`src/rtl/dmem_arb.sv`:
```
// Data-memory port arbiter: the core owns the single-port memory by default, and a host
// request is granted when the core is idle or after the host has waited MAXWAIT cycles.
module dmem_arb #(
  parameter int MAXWAIT = 3
) (
  input  logic        clk,
  input  logic        rst,
  input  logic        creq,
  input  logic        cwe,
  input  logic [7:0]  caddr,
  input  logic [15:0] cwd,
  output logic [15:0] crd,
  output logic        cstall,
  input  logic        hreq,
  input  logic        hwe,
  input  logic [7:0]  haddr,
  input  logic [15:0] hwd,
  output logic        hack,
  output logic [15:0] hrd,
  output logic        hgnt,
  output logic [7:0]  maddr,
  output logic [15:0] mwd,
  output logic        mwe,
  input  logic [15:0] mrd
);

  typedef enum logic [1:0] {
    H_IDLE = 2'd0,
    H_WAIT = 2'd1,
    H_ACK  = 2'd2
  } hstate_t;

  localparam logic [2:0] MAXW = 3'(MAXWAIT);

  hstate_t     state_r;
  hstate_t     state_s;
  logic [2:0]  wcnt_r;
  logic [2:0]  wcnt_s;
  logic        hgnt_s;
  logic        hack_r;
  logic [15:0] hrd_r;

  // Host FSM next state, wait counter and grant decision
  always_comb begin
    state_s = state_r;
    wcnt_s  = wcnt_r;
    hgnt_s  = 1'b0;
    case (state_r)
      H_IDLE: begin
        if (hreq) begin
          if (!creq) begin
            hgnt_s  = 1'b1;
            state_s = H_ACK;
          end else begin
            state_s = H_WAIT;
            wcnt_s  = 3'd1;
          end
        end else begin
          state_s = H_IDLE;
        end
      end
      H_WAIT: begin
        // >= keeps the counter saturated even if it were ever corrupted past MAXW
        if (hreq) begin
          if (!creq || (wcnt_r >= MAXW)) begin
            hgnt_s  = 1'b1;
            state_s = H_ACK;
            wcnt_s  = 3'd0;
          end else begin
            wcnt_s  = wcnt_r + 3'd1;
          end
        end else begin
          state_s = H_IDLE;
          wcnt_s  = 3'd0;
        end
      end
      H_ACK: begin
        state_s = H_IDLE;
        wcnt_s  = 3'd0;
      end
      default: begin
        state_s = H_IDLE;
        wcnt_s  = 3'd0;
      end
    endcase
  end

  // State, wait counter and registered host completion/read data
  always_ff @(posedge clk or posedge rst) begin
    if (rst) begin
      state_r <= H_IDLE;
      wcnt_r  <= 3'd0;
      hack_r  <= 1'b0;
      hrd_r   <= 16'h0000;
    end else begin
      state_r <= state_s;
      wcnt_r  <= wcnt_s;
      hack_r  <= hgnt_s;
      if (hgnt_s) begin
        hrd_r <= mrd;
      end else begin
        hrd_r <= hrd_r;
      end
    end
  end

  assign hgnt   = hgnt_s;
  assign hack   = hack_r;
  assign hrd    = hrd_r;
  assign crd    = mrd;
  assign cstall = hgnt_s & creq;
  assign maddr  = hgnt_s ? haddr : caddr;
  assign mwd    = hgnt_s ? hwd : cwd;
  assign mwe    = ~rst & (hgnt_s ? hwe : (creq & cwe));

endmodule
```
`config.mk`:
```
export PLATFORM = sky130hd
export DESIGN_NAME = dmem_arb
export DESIGN_NICKNAME = d
export VERILOG_FILES = /design/src/rtl/dmem_arb.sv
export SDC_FILE = /design/constraint.sdc
export NUM_CORES = 1
export LEC_CHECK = 0
export CAP_MARGIN = 10
export CORE_MARGIN = 4
export CORE_UTILIZATION = 31
export CTS_CLUSTER_DIAMETER = 100
export CTS_CLUSTER_SIZE = 8
export DETAILED_ROUTE_END_ITERATION = 6
export PLACE_DENSITY = 0.82
export SLEW_MARGIN = 5
export SYNTH_ARGS = -nofsm -noshare
export SYNTH_HDL_FRONTEND = slang
export SYNTH_SLANG_ARGS = --single-unit
```
`constraint.sdc`:
```
create_clock -name clk -period 3.1 [get_ports clk]
set_clock_uncertainty 0.2 [all_clocks]
set_input_delay 0.62 -clock clk [delete_from_list [all_inputs] [get_ports clk]]
set_output_delay 0.62 -clock clk [all_outputs]
set_load 0.01 [all_outputs]
```
==> flow_metrics.env <==
export IMPL_final_nets=310
export IMPL_yosysWarnings=0
export IMPL_synthArstFlopShare_pct=100.0
export IMPL_gp_congestion=0.7137
export IMPL_timing_critical_path_arrival_ns=2.23
export IMPL_synth_area_um2=1389
export IMPL_outcome="finished, final reports clean"
export IMPL_final_setup_worst_slack_ns=0.05377
export IMPL_cts_tree="yes"
export IMPL_ys_flop_type="dfrtp_1"
export IMPL_drc=0
export IMPL_syn_avg_cell_area_um2=12.51
export IMPL_setup_viol=0
export IMPL_routedWlPerCell_um=14.54
export IMPL_power_leakage_nw=1.168
export IMPL_ys_ff_latch=22
export IMPL_synth_fp_nets=183
export IMPL_cts_hold_buf=0
export IMPL_ff2ff_setup_slack_ns=0.70
export IMPL_die_h_um=74.94
export IMPL_synth_edf_count=0
export IMPL_cts_sinks=22
export IMPL_maxCapViolCount=0
export IMPL_cts_made_buffers=3
export IMPL_cp_required_ns=2.28
export IMPL_dp_hpwl_um=3508
export IMPL_dpl_worst_slack_ns=-0.2109
export IMPL_core_area_um2=4354
export IMPL_htree_levels=1
export IMPL_synth_commonest_cells="mux2_2, dfrtp_1, buf_4"
export IMPL_antenna_found_initial=0
export IMPL_fmax_mhz=328.3
export IMPL_clock_path_buffers=2
export IMPL_post_route_period_util_pct=98.27
export IMPL_syn_to_final_growth_pct=92.61
export IMPL_dieArea_um2=5615
export IMPL_worstSetupEndpointType="primary output"
export IMPL_antenna_cells=0
export IMPL_root_buffer="clkbuf_8"
export IMPL_drv_slew=0
export IMPL_hold_class="register to register"
export IMPL_io_pins=130
export IMPL_grt_overflow=0
export IMPL_synth_top_area_share_pct=39.64
export IMPL_grt_max_degree=23
export IMPL_critical_path_class="register to primary output"
export IMPL_synth_most_common_cell="mux2_2"
export IMPL_num_rows=24
export IMPL_rsz0062_at_grt="true"
export IMPL_grt_pass1_vias=1442
export IMPL_ys_seq_area_share_pct=39.64
export IMPL_finalSetupTns_ns=0
export IMPL_port_buffers=129
export IMPL_initial_core_util_pct=31.90
export IMPL_grt_first_pass_wirelength_um=6430
export IMPL_drt_wl_total_um=4203
export IMPL_final_hold_violation_count=0
export IMPL_firstDrtPassIters=2
export IMPL_via_per_inst=4.536
export IMPL_synth_area_leaders="dfrtp_1, mux2_2, buf_4, mux2_4, ha_1"
export IMPL_powerDensity_nw_per_um2=380.5
export IMPL_ant_nets=0
export IMPL_relSlewSlack_pct=81.47
export IMPL_drtIter0Drc=23
export IMPL_clkSlewWorstSetupHoldPaths_ns=0.08
export IMPL_worst_setup_path_start_kind="register"
export IMPL_drive_gt1_share_pct=35.44
export IMPL_finalCriticalPeriod_ns=3.046
export IMPL_die_w_um=74.94
export IMPL_clkLatencyLatePin_ns=0.25
export IMPL_syn_inst=111
export IMPL_worst_pin_slew_ns=0.2780
export IMPL_ys_types=23
export IMPL_route_vias_total=1311
export IMPL_synth_top_area_cell="dfrtp_1"
export IMPL_grt_use_total_pct=15.07
export IMPL_max_vdd_ir_drop_v=0.0002290
export IMPL_worstPathMaxFanout=13
## power by group
part / leakage (nW) / internal [W] / switching, W / total (W)
clock: 0.0357 / 0.000172 / 0.0000883 / 0.000260
combinational: 0.865 / 0.000269 / 0.000135 / 0.000404
sequential: 0.267 / 0.000330 / 0.0000233 / 0.000353
## per-layer routing
metal | wire, um | track usage [%] | share of wire, %
met1 | 1329 | 13.93 | 32
met2 | 2355 | 31.24 | 56
met3 | 486 | 4.539 | 12
met4 | 32 | 3.557 | 0.76
met5 | 0 | 0 | 0
## cell usage in the layout (no fill, tap or decap), drive strengths merged, types with 2 or more instances in the layout
cell and n:
dfrtp 22, nor3 3, dlygate4sd2 3, a21oi 2, mux2 40, nand2 2
clkdlybuf4s50 102, nor2 3, nand3 2, ha 2, clkbuf 26, buf 13
inv 6
## critical path, stage by stage (launching register included)
cell	delay, ns
dfrtp_1	0.39
ha_1	0.21
ha_2	0.19
a211oi_4	0.20
o32a_4	0.25
buf_12	0.15
mux2_2	0.34
clkdlybuf4s15_1	0.24
## state kept, by name (all words and copies together), names as in the netlist
signal and cells:
state_r 2, wcnt_r 3, hack 1, hrd 16
## timing repair
| item | 4_1_cts | 5_1_grt |
|---|---|---|
| pin swaps | 2 | 0 |
| gates cloned | 1 | 0 |
| resized for setup | 30 | 47 |
| setup endpoints to repair | 26 | 24 |
| setup buffers | 1 | 0 |
## final cells by class
cell class              count  area, um2
repair buffers            142       1303
well taps                  52      65.06
fillers                   362       1679
flip-flops and latches     22      550.5
multi-input cells          63      658.1
clock buffers               3      41.29
inverters                   6      27.53
clock inverters             1      30.03
## final timing paths
path / startpoint / to / cells after the start
min in group asynchronous: rst / hrd[12]$_DFFE_PP0P_ / 3
hold / removal: hrd[13]$_DFFE_PP0P_ / hrd[13]$_DFFE_PP0P_ / 1
setup / recovery: wcnt_r[0]$_DFFE_PP0P_ / mwd[0] / 7
max in group asynchronous: rst / wcnt_r[0]$_DFFE_PP0P_ / 3
setup reg to reg: wcnt_r[0]$_DFFE_PP0P_ / hrd[8]$_DFFE_PP0P_ / 9
hold reg to reg: hrd[13]$_DFFE_PP0P_ / hrd[13]$_DFFE_PP0P_ / 1
## cell families after synthesis
kind of cell               count (synthesis)  synth area share, %
muxes                                     40                34.86
buffers and inverters                     26                13.96
AOI/OAI and AO/OA                          6                3.964
and+or+nand+nor                           15                5.767
DFF                                       22                39.64
adders and majority gates                  2                1.802
## through the flow
stage	hold slack (ns)	instances	power [W]	utilization, %	instance area (um2)
floorplan	0.2727	111	0.0005298	-	1389
global placement	0.2896	283	0.0007772	61.41	2674
detailed placement	0.2918	283	0.0007843	61.41	2674
CTS	0.3146	289	0.001038	63.39	2760
global route	0.3322	289	0.001076	61.44	2675
finish	0.3097	289	0.001018	61.44	2675
Note: power is estimated with default switching activity, not from simulation.
